[src/rtl/xy_mult_pkg.sv]
// Shared constants for the iterative multiplier peripheral: register map,
// control/status bit positions and the core sequencer states.
package xy_mult_pkg;

   localparam logic [2:0] A_X   = 3'd0;
   localparam logic [2:0] A_Y   = 3'd1;
   localparam logic [2:0] A_PLO = 3'd2;
   localparam logic [2:0] A_PHI = 3'd3;
   localparam logic [2:0] A_CSR = 3'd4;

   // Write-side control bits
   localparam int CSR_START  = 0;
   localparam int CSR_SIGNED = 1;
   // Read-side status bits
   localparam int CSR_BUSY   = 0;
   localparam int CSR_DONE   = 1;
   localparam int CSR_ERR    = 2;

   typedef enum logic [1:0] {
      IDLE = 2'd0,
      RUN  = 2'd1,
      FIX  = 2'd2
   } state_e;

endpackage

[src/rtl/xy_seq_multiplier_if.sv]
// Register-bus bundle between the processor side (master) and the
// multiplier peripheral (slave).
interface xy_seq_multiplier_if #(
   parameter int WIDTH = 16
);
   logic             e;
   logic             w;
   logic             r;
   logic [2:0]       addr;
   logic [WIDTH-1:0] d;
   logic [WIDTH-1:0] dout;
   logic             done;

   modport master (output e, w, r, addr, d, input dout, done);
   modport slave  (input e, w, r, addr, d, output dout, done);
endinterface

[src/rtl/xy_mult_core.sv]
// Radix-2 shift-add multiply engine: magnitude conversion on start, one
// multiplier bit per cycle, then a sign-fix cycle that writes the product.
module xy_mult_core
   import xy_mult_pkg::*;
#(
   parameter int WIDTH = 16
) (
   input  logic               clk_i,
   input  logic               rst_ni,
   input  logic               start_i,
   input  logic               signed_i,
   input  logic [WIDTH-1:0]   x_i,
   input  logic [WIDTH-1:0]   y_i,
   output logic               busy_o,
   output logic               done_o,
   output logic [2*WIDTH-1:0] product_o
);
   localparam int CW = $clog2(WIDTH);
   localparam logic [CW-1:0] LAST = CW'(WIDTH - 1);

   state_e               state_q;
   logic [WIDTH-1:0]     mcand_q;
   logic [WIDTH-1:0]     mplier_q;
   logic [2*WIDTH-1:0]   acc_q;
   logic [2*WIDTH-1:0]   product_q;
   logic [CW-1:0]        cnt_q;
   logic                 sign_q;
   logic                 busy_q;

   logic [WIDTH-1:0]     x_mag_s;
   logic [WIDTH-1:0]     y_mag_s;
   logic [2*WIDTH-1:0]   addend_s;

   // Operand magnitudes; the most negative value maps to 2^(WIDTH-1) unsigned
   always_comb begin
      x_mag_s  = (signed_i && x_i[WIDTH-1]) ? (~x_i + WIDTH'(1'b1)) : x_i;
      y_mag_s  = (signed_i && y_i[WIDTH-1]) ? (~y_i + WIDTH'(1'b1)) : y_i;
      addend_s = {{WIDTH{1'b0}}, mcand_q} << cnt_q;
   end

   // Sequencer: IDLE -> RUN (WIDTH cycles) -> FIX -> IDLE
   always_ff @(posedge clk_i) begin
      if (!rst_ni) begin
         state_q   <= IDLE;
         mcand_q   <= {WIDTH{1'b0}};
         mplier_q  <= {WIDTH{1'b0}};
         acc_q     <= {(2*WIDTH){1'b0}};
         product_q <= {(2*WIDTH){1'b0}};
         cnt_q     <= {CW{1'b0}};
         sign_q    <= 1'b0;
         busy_q    <= 1'b0;
      end else begin
         case (state_q)
            IDLE: begin
               if (start_i) begin
                  mcand_q  <= x_mag_s;
                  mplier_q <= y_mag_s;
                  sign_q   <= signed_i & (x_i[WIDTH-1] ^ y_i[WIDTH-1]);
                  acc_q    <= {(2*WIDTH){1'b0}};
                  cnt_q    <= {CW{1'b0}};
                  busy_q   <= 1'b1;
                  state_q  <= RUN;
               end
            end
            RUN: begin
               if (mplier_q[0]) begin
                  acc_q <= acc_q + addend_s;
               end
               mplier_q <= mplier_q >> 1;
               cnt_q    <= cnt_q + CW'(1);
               if (cnt_q == LAST) begin
                  state_q <= FIX;
               end
            end
            FIX: begin
               product_q <= sign_q ? (~acc_q + (2*WIDTH)'(1'b1)) : acc_q;
               busy_q    <= 1'b0;
               state_q   <= IDLE;
            end
            default: begin
               busy_q  <= 1'b0;
               state_q <= IDLE;
            end
         endcase
      end
   end

   assign busy_o    = busy_q;
   assign done_o    = (state_q == FIX);
   assign product_o = product_q;
endmodule

[src/rtl/xy_seq_multiplier.sv]
// Memory-mapped multiplier peripheral: bus decode, operand and status
// registers, registered read port, and the shift-add core.
module xy_seq_multiplier
   import xy_mult_pkg::*;
#(
   parameter int WIDTH     = 16,
   parameter bit SIGNED_EN = 1'b1
) (
   input logic                 clk_i,
   input logic                 rst_ni,
   xy_seq_multiplier_if.slave  bus
);
   logic [WIDTH-1:0]   x_q, x_d;
   logic [WIDTH-1:0]   y_q, y_d;
   logic [WIDTH-1:0]   out_q, out_d;
   logic               done_q, done_d;
   logic               err_q, err_d;

   logic               rd_s, wr_s, start_s, signed_s, busy_s, fix_s;
   logic [WIDTH-1:0]   status_s;
   logic [2*WIDTH-1:0] product_s;

   xy_mult_core #(.WIDTH(WIDTH)) u_core (
      .clk_i     (clk_i),
      .rst_ni    (rst_ni),
      .start_i   (start_s),
      .signed_i  (signed_s),
      .x_i       (x_q),
      .y_i       (y_q),
      .busy_o    (busy_s),
      .done_o    (fix_s),
      .product_o (product_s)
   );

   // Bus decode; DONE set by the fix cycle takes priority over read-to-clear
   always_comb begin
      x_d      = x_q;
      y_d      = y_q;
      out_d    = out_q;
      done_d   = done_q;
      err_d    = err_q;
      start_s  = 1'b0;
      rd_s     = bus.e & bus.r;
      wr_s     = bus.e & bus.w;
      signed_s = bus.d[CSR_SIGNED] & SIGNED_EN;
      status_s = {WIDTH{1'b0}};
      status_s[CSR_BUSY] = busy_s;
      status_s[CSR_DONE] = done_q;
      status_s[CSR_ERR]  = err_q;

      if (rd_s) begin
         case (bus.addr)
            A_X:     out_d = x_q;
            A_Y:     out_d = y_q;
            A_PLO:   out_d = product_s[WIDTH-1:0];
            A_PHI:   out_d = product_s[2*WIDTH-1:WIDTH];
            A_CSR: begin
               out_d  = status_s;
               done_d = 1'b0;
               err_d  = 1'b0;
            end
            default: out_d = {WIDTH{1'b0}};
         endcase
      end else begin
         out_d = out_q;
      end

      if (wr_s) begin
         case (bus.addr)
            A_X: begin
               if (busy_s) err_d = 1'b1;
               else        x_d   = bus.d;
            end
            A_Y: begin
               if (busy_s) err_d = 1'b1;
               else        y_d   = bus.d;
            end
            A_CSR: begin
               if (busy_s) begin
                  err_d = 1'b1;
               end else if (bus.d[CSR_START]) begin
                  start_s = 1'b1;
                  done_d  = 1'b0;
               end else begin
                  start_s = 1'b0;
               end
            end
            default: start_s = 1'b0;
         endcase
      end else begin
         start_s = 1'b0;
      end

      if (fix_s) begin
         done_d = 1'b1;
      end else begin
         done_d = done_d;
      end
   end

   // Register state; reset overrides any concurrent bus activity
   always_ff @(posedge clk_i) begin
      if (!rst_ni) begin
         x_q    <= {WIDTH{1'b0}};
         y_q    <= {WIDTH{1'b0}};
         out_q  <= {WIDTH{1'b0}};
         done_q <= 1'b0;
         err_q  <= 1'b0;
      end else begin
         x_q    <= x_d;
         y_q    <= y_d;
         out_q  <= out_d;
         done_q <= done_d;
         err_q  <= err_d;
      end
   end

   assign bus.dout = out_q;
   assign bus.done = done_q;
endmodule

[src/flat_wrapper.sv]
// flat-port wrapper written by rule: the top's interface ports become plain ports
module xy_seq_multiplier_flat import xy_mult_pkg::*;
#(
   parameter int WIDTH     = 16,
   parameter bit SIGNED_EN = 1'b1
)
  (clk_i, rst_ni, bus_e, bus_w, bus_r, bus_addr, bus_d, bus_dout, bus_done);
  xy_seq_multiplier_if #(.WIDTH(WIDTH)) bus_i ();
  input logic clk_i;
  input logic rst_ni;
  input wire logic [$bits(bus_i.e)-1:0] bus_e;
  input wire logic [$bits(bus_i.w)-1:0] bus_w;
  input wire logic [$bits(bus_i.r)-1:0] bus_r;
  input wire logic [$bits(bus_i.addr)-1:0] bus_addr;
  input wire logic [$bits(bus_i.d)-1:0] bus_d;
  output wire logic [$bits(bus_i.dout)-1:0] bus_dout;
  output wire logic [$bits(bus_i.done)-1:0] bus_done;
  assign bus_i.e = bus_e;
  assign bus_i.w = bus_w;
  assign bus_i.r = bus_r;
  assign bus_i.addr = bus_addr;
  assign bus_i.d = bus_d;
  assign bus_dout = bus_i.dout;
  assign bus_done = bus_i.done;
  xy_seq_multiplier #(.WIDTH(WIDTH), .SIGNED_EN(SIGNED_EN)) u_core (.clk_i(clk_i), .rst_ni(rst_ni), .bus(bus_i));
endmodule
[config.mk]
export PLATFORM = sky130hd
export DESIGN_NAME = xy_seq_multiplier_flat
export DESIGN_NICKNAME = d
export VERILOG_FILES = /design/src/rtl/xy_mult_pkg.sv /design/src/rtl/xy_seq_multiplier_if.sv /design/src/rtl/xy_mult_core.sv /design/src/rtl/xy_seq_multiplier.sv /design/src/flat_wrapper.sv
export SDC_FILE = /design/constraint.sdc
export NUM_CORES = 1
export LEC_CHECK = 0
export CAP_MARGIN = 20
export CORE_ASPECT_RATIO = 0.6
export CORE_MARGIN = 5
export CORE_UTILIZATION = 56
export CTS_CLUSTER_DIAMETER = 200
export DETAILED_ROUTE_END_ITERATION = 8
export MAX_ROUTING_LAYER = met4
export PLACE_DENSITY = 0.75
export SLEW_MARGIN = 0
export SYNTH_ARGS = -nofsm -noshare
export SYNTH_HDL_FRONTEND = slang
export SYNTH_SLANG_ARGS = --single-unit
[constraint.sdc]
create_clock -name clk_i -period 3.75 [get_ports clk_i]
set_input_delay 0.75 -clock clk_i [delete_from_list [all_inputs] [get_ports clk_i]]
set_output_delay 0.75 -clock clk_i [all_outputs]
set_load 0.1 [all_outputs]
==> metrics.yaml <==
yosys:
  yosys-top-cells-area: "dfxtp_1 31%, mux2i_1 4.8%, nand2_1 4.6%"
  syn_inst: 1166
  synth_seq_cells: 154
  synth_fp_nets: 1226
  yosys_warnings: 0
  synth_common_cells: "154 x dfxtp_1, 123 x nand2_1, 85 x o21ai_0, 67 x a21oi_1"
  yosysTopAreaCell: "dfxtp_1"
  yosysMostFrequentCell: "dfxtp_1"
  synth_top_flop_cell: "dfxtp_1"
  ys_seq_area_frac: 0.3102
  yosys.area.top_type_share: 0.3102
  synth_edf_count: 0
  syn_area_per_cell_um2: 8.524
  postSynth.asyncResetShare: 0
  synth.distinct_cells: 76
  netlist_area_um2: 9940
place:
  post-place-ws_ns: 0.08332
  gp_congestion: 0.9805
  hpwl_mm: 22.20
  place_inst: 1394
  port_buffers: 40
global_routing:
  grt_start_max_net_pins: 78
  grt.overflow.total: 0
  antenna_found_initial: 0
  grt_pass1_vias: 8108
  grt_pass1_wl_mm: 47.25
  track_usage: 0.2976
timing:
  clock_skew_ns: 0.01983
  fin_setup_tns_ns: 0
  min_period_over_period: 0.9820
  finalMaxSlewViolations: 0
  rsz0062_at_grt: "yes"
  worst_slew_pin_slew_ns: 1.004
  holdWs_ns: 0.4640
  timing.fmax_mhz: 271.5
  period_needed_ns: 3.683
  hold_viol: 0
  worst_slack_ns: 0.06739
  setup_viol: 0
  maxSlewHeadroom: 0.3288
drt:
  wl_mm: 30.66
  via_count: 9077
  drc: 0
  drt_iter0_drc: 1153
  antenna_left: 0
  wl_per_cell_um: 21.41
  dr.pass1.iters: 6
  vias_per_cell: 6.339
clock_network:
  cts_sinks: 154
  clk_pin_slew_worst_paths_ns: 0.08
  numCtsBuffers: 17
  htreeDepth: 4
  cts_tree: "built"
  clk_path_buf_depth: 2
  clock_latency_ns: 0.43
  hold_buffers: 0
  root_buffer: "clkbuf_16"
power:
  power_density_nw_per_um2: 332.5
  p_switching_uw: 908.2
  clockPowerShare: 0.513
  sw_frac_of_total: 0.2407
  p_int_uw: 2865
  p_comb_frac: 0.048
  vdd_drop_max_uv: 240.5
  p_leak_uw: 0.004805
  seqPwrFrac: 0.439
floorplan:
  rows: 37
  die_w_um: 182.0
  die_area_um2: 20600
  pin_count: 41
  coreArea_um2: 17270
  initial_core_util: 0.5756
  die_h_um: 113.2
worst_setup_path:
  critPathMaxFanout: 11
  critPathCaptureType: "register"
  rr_startpoint: "u_core.u_core.cnt_q[0]"
  r2r_setup_slack_ns: 0.07
  slowest_stage: "o21ai_0"
  critPathBufInv: 3
  cp.arrival_ns: 4.01
  crit_chain: "buf_12, buf_4, mux2_2, nand2_1, o21ai_0, nor2_1, a21oi_2, ha_1, a21o_2, a21oi_1, nor2_1, o21ai_1, o311ai_4, buf_4, a311o_2, a32o_1"
  crit_start: "u_core.u_core.cnt_q[0]"
  critPathMaxStageDelay_ns: 0.39
  crit_type: "reg2reg"
  cp_data_required_time_ns: 4.08
  worstSetupStartpointType: "register"
  critical_path.top_delay_family: "compound AO/OA/AOI/OAI gates"
final_layout:
  drive_gt1_frac: 0.1202
  areaGrowthSynthToFinish_pct: 14.17
  nets: 1245
  stdcell_count: 1432
  n_antenna_cell: 0
  fin_util: 0.6572
worst_hold_path:
  hold_class: "reg2reg"
  hp-start: "u_core.u_core.mplier_q[7]"
job:
  maxCapViolations: 0
run_status:
  outcome: "finished, final reports clean"
-- through the flow --
step           instance area (um^2)  power (uW)
2_1_floorplan                  9942        1804
3_3_place_gp                  10560        1870
3_5_place_dp                  10560        1871
4_1_cts                       11210        3766
5_1_grt                       11350        3873
6_report                      11350        3773
-- power groups by stage --
stage	sequential (uW)	combinational (uW)	clock (uW)
finish	1660	182	1930
global route	1660	195	2020
CTS	1660	178	1930
detailed placement	1690	177	0
global placement	1690	176	0
floorplan	1690	113	0
-- routing by layer --
metal | track usage | routed length [um] | up-vias
met1 | 0.4614 | 14540 | 4357
met3 | 0.07774 | 3555 | 37
met2 | 0.3845 | 12200 | 439
met5 | - | 0 | -
met4 | 0.05197 | 363 | 0
li1 | - | - | 4244
-- state kept, by name (all words and copies together) (netlist names) --
register,flops
u_core.u_core.acc_q,32
u_core.u_core.product_o,32
u_core.bus.dout,16
u_core.u_core.mcand_q,16
u_core.u_core.mplier_q,16
u_core.x_q,16
u_core.y_q,16
u_core.u_core.cnt_q,4
u_core.u_core.state_q,2
u_core.bus.done,1
u_core.err_q,1
u_core.u_core.busy_o,1
u_core.u_core.sign_q,1
-- final timing paths --
| check | endpoint | cells past startpoint |
|---|---|---|
| setup / recovery | u_core.u_core.acc_q[22] | 16 |
| hold / removal | u_core.u_core.mplier_q[6] | 2 |
| setup reg to reg | u_core.u_core.acc_q[22] | 16 |
| hold reg to reg | u_core.u_core.mplier_q[6] | 2 |
-- final cells by class --
class	count	area, um^2
clock buffers	17	425.4
well taps	234	292.8
repair buffers	81	768.2
multi-input cells	910	6466
flip-flops and latches	154	3089
clock inverters	15	227.7
fillers	1437	5919
inverters	21	78.83
-- cell families after synthesis --
logic type / count (synthesis) / synth area share
muxes: 75 / 0.1005
DFF: 154 / 0.3102
xor gates and xnor gates: 78 / 0.06873
buffers and inverters: 102 / 0.04557
adders and majority gates: 36 / 0.04607
and+or+nand+nor: 401 / 0.2080
AOI/OAI and AO/OA: 320 / 0.2210
-- what timing repair did --
action / in CTS / in global routing
buffers inserted: 0 / 4
endpoints found under the setup margin: 0 / 14
gates resized for setup: 0 / 14
endpoints found under the hold margin: 0 / 0
-- tightest hold or removal path, delay by kind of cell, from the launching register on --
family	cells	cell delay, ns
DFF	1	0.31
AOI/OAI and AO/OA	1	0.06
and+or+nand+nor	1	0.05
-- cell usage in the layout, fill, tap and decap left out, types with 20 or more instances in the layout --
cell and n:
inv_1 20, buf_4 38, mux2i_1 48, nor2b_1 61, dfxtp_1 151, o21ai_0 84, xnor2_1 26, clkdlybuf4s50_1 39
a22oi_1 25, xor2_1 52, and2_1 21, a21oi_1 64, nor2_1 61, o211a_1 39, nand3_1 46, ha_1 35
nand2_1 123
(Power assumes the default switching activity.)
